## src/rtl/kbd_pkg.sv

```systemverilog
// Shared keyboard-path constants: Set-2 scan codes and ASCII values
// used by the scan-code translator and its neighbours.
package kbd_pkg;

  localparam logic [7:0] SC_BREAK = 8'hF0;
  localparam logic [7:0] SC_EXT   = 8'hE0;
  localparam logic [7:0] SC_ENTER = 8'h5A;
  localparam logic [7:0] SC_BKSP  = 8'h66;
  localparam logic [7:0] SC_SPACE = 8'h29;
  localparam logic [7:0] SC_TAB   = 8'h0D;
  localparam logic [7:0] SC_ESC   = 8'h76;

  localparam logic [7:0] ASC_NUL  = 8'h00;
  localparam logic [7:0] ASC_BS   = 8'h08;
  localparam logic [7:0] ASC_TAB  = 8'h09;
  localparam logic [7:0] ASC_CR   = 8'h0D;
  localparam logic [7:0] ASC_ESC  = 8'h1B;
  localparam logic [7:0] ASC_SP   = 8'h20;

endpackage

```

## src/rtl/scancode_lut.sv

```systemverilog
// Combinational Set-2 make code to unshifted ASCII lookup.
// Prefix bytes and anything not listed fall through to UNMAPPED.
module scancode_lut
  import kbd_pkg::*;
#(
  parameter logic [7:0] UNMAPPED = 8'h00
) (
  input  logic [7:0] code_i,
  output logic [7:0] ascii_o
);

  always_comb begin
    ascii_o = UNMAPPED;
    case (code_i)
      8'h1C: ascii_o = 8'h61;
      8'h32: ascii_o = 8'h62;
      8'h21: ascii_o = 8'h63;
      8'h23: ascii_o = 8'h64;
      8'h24: ascii_o = 8'h65;
      8'h2B: ascii_o = 8'h66;
      8'h34: ascii_o = 8'h67;
      8'h33: ascii_o = 8'h68;
      8'h43: ascii_o = 8'h69;
      8'h3B: ascii_o = 8'h6A;
      8'h42: ascii_o = 8'h6B;
      8'h4B: ascii_o = 8'h6C;
      8'h3A: ascii_o = 8'h6D;
      8'h31: ascii_o = 8'h6E;
      8'h44: ascii_o = 8'h6F;
      8'h4D: ascii_o = 8'h70;
      8'h15: ascii_o = 8'h71;
      8'h2D: ascii_o = 8'h72;
      8'h1B: ascii_o = 8'h73;
      8'h2C: ascii_o = 8'h74;
      8'h3C: ascii_o = 8'h75;
      8'h2A: ascii_o = 8'h76;
      8'h1D: ascii_o = 8'h77;
      8'h22: ascii_o = 8'h78;
      8'h35: ascii_o = 8'h79;
      8'h1A: ascii_o = 8'h7A;
      // digit row
      8'h45: ascii_o = 8'h30;
      8'h16: ascii_o = 8'h31;
      8'h1E: ascii_o = 8'h32;
      8'h26: ascii_o = 8'h33;
      8'h25: ascii_o = 8'h34;
      8'h2E: ascii_o = 8'h35;
      8'h36: ascii_o = 8'h36;
      8'h3D: ascii_o = 8'h37;
      8'h3E: ascii_o = 8'h38;
      8'h46: ascii_o = 8'h39;
      SC_SPACE: ascii_o = ASC_SP;
      SC_ENTER: ascii_o = ASC_CR;
      SC_BKSP:  ascii_o = ASC_BS;
      SC_TAB:   ascii_o = ASC_TAB;
      SC_ESC:   ascii_o = ASC_ESC;
      8'h0E: ascii_o = 8'h60;
      8'h4E: ascii_o = 8'h2D;
      8'h55: ascii_o = 8'h3D;
      8'h54: ascii_o = 8'h5B;
      8'h5B: ascii_o = 8'h5D;
      8'h5D: ascii_o = 8'h5C;
      8'h4C: ascii_o = 8'h3B;
      8'h52: ascii_o = 8'h27;
      8'h41: ascii_o = 8'h2C;
      8'h49: ascii_o = 8'h2E;
      8'h4A: ascii_o = 8'h2F;
      // E0 context is not tracked; the following byte translates as a plain code
      SC_BREAK, SC_EXT: ascii_o = UNMAPPED;
      default: ascii_o = UNMAPPED;
    endcase
  end

endmodule

```

## src/rtl/data_to_ascii.sv

```systemverilog
// Registered PS/2 Set-2 to ASCII translator: lookup plus one output flop.
// Reset forces NUL regardless of UNMAPPED.
module data_to_ascii
  import kbd_pkg::*;
#(
  parameter logic [7:0] UNMAPPED = 8'h00
) (
  input  logic       clk,
  input  logic       rst,
  input  logic [7:0] code,
  output logic [7:0] ascii
);

  logic [7:0] ascii_d;
  logic [7:0] ascii_q;

  scancode_lut #(
    .UNMAPPED(UNMAPPED)
  ) u_lut (
    .code_i (code),
    .ascii_o(ascii_d)
  );

  always_ff @(posedge clk or posedge rst) begin
    if (rst) begin
      ascii_q <= ASC_NUL;
    end else begin
      ascii_q <= ascii_d;
    end
  end

  assign ascii = ascii_q;

endmodule

```

## config.mk

```make
export PLATFORM = sky130hd
export DESIGN_NAME = data_to_ascii
export DESIGN_NICKNAME = d
export VERILOG_FILES = /design/src/rtl/kbd_pkg.sv /design/src/rtl/scancode_lut.sv /design/src/rtl/data_to_ascii.sv
export SDC_FILE = /design/constraint.sdc
export NUM_CORES = 1
export LEC_CHECK = 0
export BUFFER_PORTS_ARGS = -buffer_cell sky130_fd_sc_hd__buf_2
export CORE_ASPECT_RATIO = 0.6
export CORE_MARGIN = 3
export CORE_UTILIZATION = 57
export CTS_BUF_LIST = sky130_fd_sc_hd__clkbuf_16
export DETAILED_ROUTE_END_ITERATION = 10
export GPL_TIMING_DRIVEN = 0
export PLACE_DENSITY = 0.77
export RECOVER_POWER = 25
export SYNTH_ARGS = -nofsm -noshare
export SYNTH_HDL_FRONTEND = slang
export SYNTH_HIERARCHICAL = 1
export SYNTH_SLANG_ARGS = --single-unit
```

## constraint.sdc

```tcl
create_clock -name clk -period 0.8 [get_ports clk]
set_input_delay 0.08 -clock clk [delete_from_list [all_inputs] [get_ports clk]]
set_output_delay 0.08 -clock clk [all_outputs]
set_load 0.02 [all_outputs]
```

==> impl_metrics.json, run 1 <==
{
  "status": "aborted with a tool error",
  "failed_stage": "5_1_grt",
  "firstError": "[ERROR DPL-0038] Utilization greater than 100%, impossible to legalize",
  "dp_cells": 214,
  "synth_top_family_by_area": "compound AO/OA/AOI/OAI gates",
  "place_congestion": 1.01,
  "synth_warnings": 6,
  "initial_core_util": 0.633,
  "rows": 12,
  "synth_edf_count": 0,
  "synth_ff_type": "dfrtp_1",
  "dieWidth_um": 66.1,
  "grt_max_degree": 11,
  "synth_cell_type_count": 51,
  "synth-seq-cells": 8,
  "clk_path_buf_depth": 2,
  "worst_path_end_type": "register input",
  "syn_area_per_cell_sq_um": 7.27,
  "placed_area_sq_mm": 0.00147,
  "htreeDepth": 1,
  "dp_hpwl_um": 3160,
  "syn_inst": 170,
  "muxShareOfSynthArea": 0.00810,
  "synth_top_cell_by_area": "dfrtp_1",
  "synth_area_sq_mm": 0.00124,
  "synth_top_area_share": 0.162,
  "cts.sinks": 8,
  "cts-root-buf": "clkbuf_16",
  "synth_compound_area_frac": 0.377,
  "synthAdderAreaFrac": 0.0810,
  "io_pins": 18,
  "yosys-top-cells-area": "dfrtp_1 16%, ha_1 8.1%, o21ai_0 7.3%",
  "ys_seq_area_frac": 0.162,
  "cts_made_buffers": 3,
  "synth-simple-area-share": 0.239,
  "io_buffer_count": 16,
  "synthXorXnorAreaFrac": 0.0142,
  "async_flop_share": 1.00,
  "grt-worst-endpoint": "ascii[6]$_DFF_PP0_/D",
  "die_h_um": 42.1,
  "syn_nets": 188
}
## cell usage after synthesis (all sizes together), types with 4 or more instances
cell and count:
nand2b 6, buf 15, nand2 14, o22ai 4, nor2 12, a21oi 17
nor3 6, inv 8, o21ai 18, dfrtp 8, nor2b 5, ha 8
## logic make-up after synthesis
| group | count (synthesis) |
|---|---|
| fa+ha+maj | 8 |
| xor+xnor | 2 |
| other cells | 1 |
| buf+inv | 24 |
| flops | 8 |
| simple gates | 58 |
| compound gates | 68 |
| mux | 1 |
## per-stage QoR
stage	util	setup slack (ps)	setup TNS [ps]	hold slack, ps
2_1_floorplan	-	-471	-2780	-104
3_3_place_gp	0.753	-899	-5670	26.2
3_5_place_dp	0.753	-933	-5950	41.6
4_1_cts	0.905	-466	-2790	40.5
## repair_timing
action | in CTS
resized for setup | 38
gates cloned | 0
setup buffers | 13
endpoints found under the hold margin | 8
endpoints found under the setup margin | 15
hold buffers | 1
pin swaps | 14
==> run 2, diff against run 1 <==
- CORE_AREA: default -> 3 3 64 66
- CORE_ASPECT_RATIO: 0.6 -> default
- CORE_MARGIN: 3 -> default
- CORE_UTILIZATION: 57 -> default
- CTS_BUF_LIST: sky130_fd_sc_hd__clkbuf_16 -> default
- DIE_AREA: default -> 0 0 67 69
- PLACE_DENSITY: 0.77 -> default
- PLACE_DENSITY_LB_ADDON: default -> 0.15
==> run 2 against run 1 <==
Against the previous run:
- the flow now finishes, with violations (negative setup slack)
- synthesized area stayed put
- synthesized cell count unchanged
==> impl_metrics.json, run 2 <==
{
  "largest_reg_flops": 8,
  "vias": 1616,
  "dp_hpwl_um": 3180,
  "critPathKind": "input pin to register",
  "clk_path_buf_depth": 2,
  "drv_slew": 0,
  "power.total_mw": 1.89,
  "synth_ff_type": "dfrtp_1",
  "path_max_fanout": 8,
  "overflow": 0,
  "violations": "negative setup slack",
  "mostFrequentLayoutCells": "20 x buf_4, 14 x a21oi_1, 11 x buf_2",
  "io_pins": 18,
  "post-route-drc-count": 0,
  "antenna_cells": 0,
  "area_growth_pct": 50.1,
  "ir_drop_uv": 756,
  "synth-seq-cells": 8,
  "power_leakage_nw": 0.759,
  "place_congestion": 0.932,
  "postRouteAntennaNets": 0,
  "antenna_found_initial": 0,
  "timing.final.hold_violations": 0,
  "fin_cells": 252,
  "power_density_mw_per_mm2": 1020,
  "rows": 22,
  "maxClockFrequency_mhz": 819,
  "synth_area_sq_mm": 0.00124,
  "holdPathEnd": "ascii[1]",
  "wl_um": 4640,
  "ys_seq_area_frac": 0.162,
  "worst_pin_slew_ps": 540,
  "drt_pass1_iterations": 5,
  "viasPerCell": 6.41,
  "mostFrequentLayoutCell": "buf_4",
  "syn_nets": 188,
  "critPathLaunchType": "input pin",
  "drt_iter0_drc": 160,
  "cts_made_buffers": 3,
  "synth_top_area_share": 0.162,
  "syn_area_per_cell_sq_um": 7.27,
  "drv_cap": 0,
  "track_usage": 0.205,
  "grt_pass1_vias": 1502,
  "arrival_ps": 1330,
  "grt_max_degree": 11,
  "htreeDepth": 1,
  "yosys-top-cells-count": "18 x o21ai_0, 16 x a21oi_1, 14 x nand2_1",
  "syn_inst": 170,
  "crit_path_end_kind": "register",
  "grt_pass1_wl_um": 7480,
  "drive_above_1_share": 0.407,
  "synth_edf_count": 0,
  "relSlewSlack": 0.640,
  "hold_class": "input pin to register",
  "min_period_ps": 1220,
  "clk_pin_slew_ps": 50,
  "io_buffer_count": 16,
  "dp_cells": 234,
  "status": "finished with violations",
  "cts.sinks": 8,
  "synth_cell_type_count": 51,
  "cts-root-buf": "clkbuf_8",
  "fin_ws_ps": -421,
  "synth.most_common_cell": "o21ai_0",
  "post_drt_wl_per_cell_um": 18.4,
  "synth_warnings": 6,
  "cts_tree": "done",
  "yosys-top-cells-area": "dfrtp_1 16%, ha_1 8.1%, o21ai_0 7.3%",
  "holdPathStages": 2,
  "hp-start": "code[7]",
  "synth_top_cell_by_area": "dfrtp_1",
  "die_h_um": 69,
  "post-place-ws_ps": -939,
  "finalSetupTns_ps": -2810,
  "design.core.area_sq_mm": 0.00363,
  "setup_viol": 11,
  "initial_core_util": 0.340,
  "grt_setup_unrepaired": "true",
  "die-area_sq_mm": 0.00462,
  "cp.required_ps": 910,
  "period_share": 1.53,
  "async_flop_share": 1.00,
  "finalNetCount": 224,
  "dieWidth_um": 67
}
[run 2: cell counts after synthesis]
Identical to the previous run, type by type.
[run 2: cell type report]
type / instances / area (sq um)
fillers: 366 / 1780
multi-input cells: 138 / 1090
repair buffers: 32 / 285
flip-flops and latches: 8 / 200
plain buffers: 15 / 130
well taps: 48 / 60.1
inverters: 8 / 46.3
clock buffers: 3 / 41.3
[run 2: through the flow]
step | utilization | area (sq um) | hold WS (ps)
2_1_floorplan | - | 1360 | -104
3_3_place_gp | 0.412 | 1500 | 28.5
4_1_cts | 0.486 | 1760 | 50.3
6_report | 0.511 | 1860 | 64.2
3_5_place_dp | 0.412 | 1500 | 46.1
5_1_grt | 0.511 | 1860 | 61.0
[run 2: how the worst max path moves through the flow]
stage,startpoint,depth (start not counted),end,slack (ps)
floorplan,code[0],7,ascii[6],-470
global placement,code[0],8,ascii[0],-960
detailed placement,code[0],8,ascii[0],-940
CTS,code[0],8,ascii[6],-400
global route,code[0],8,ascii[6],-520
finish,code[0],8,ascii[0],-420
[run 2: repair_timing]
action	CTS	global route
pin swaps	13	9
endpoints found under the hold margin	8	0
buffers inserted	13	2
endpoints found under the setup margin	15	15
resized for setup	41	18
hold buffers	1	0
[run 2: cell families after synthesis]
family	count (synthesis)	synth area share
AO/OA/AOI/OAI	68	0.377
XOR/XNOR	2	0.0142
adder cells (fa/ha/maj)	8	0.0810
buffers and inverters	24	0.116
flip-flops	8	0.162
multiplexers	1	0.00810
other	1	0.00303
AND/OR/NAND/NOR	58	0.239
[run 2: routing by layer]
metal	GRT usage	share of wire	vias to the layer above
met4	0.0586	0.032	0
met2	0.319	0.48	124
met5	0	0	-
met3	0.0489	0.11	23
li1	-	-	702
met1	0.277	0.38	767
[run 2: power breakdown]
part	switching [mW]	total (mW)	internal, mW
logic	0.528	0.956	0.428
clock network	0.162	0.489	0.326
registers	0.0132	0.447	0.434
[run 2: critical path, cell delays in order]
cell and delay (ps):
buf_12 90, clkinvlp_4 160, ha_4 260, nand2b_4 130, a21oi_2 70, a211o_1 230, a32oi_1 220, o22ai_1 100
Power figures use the tool's default switching activity.
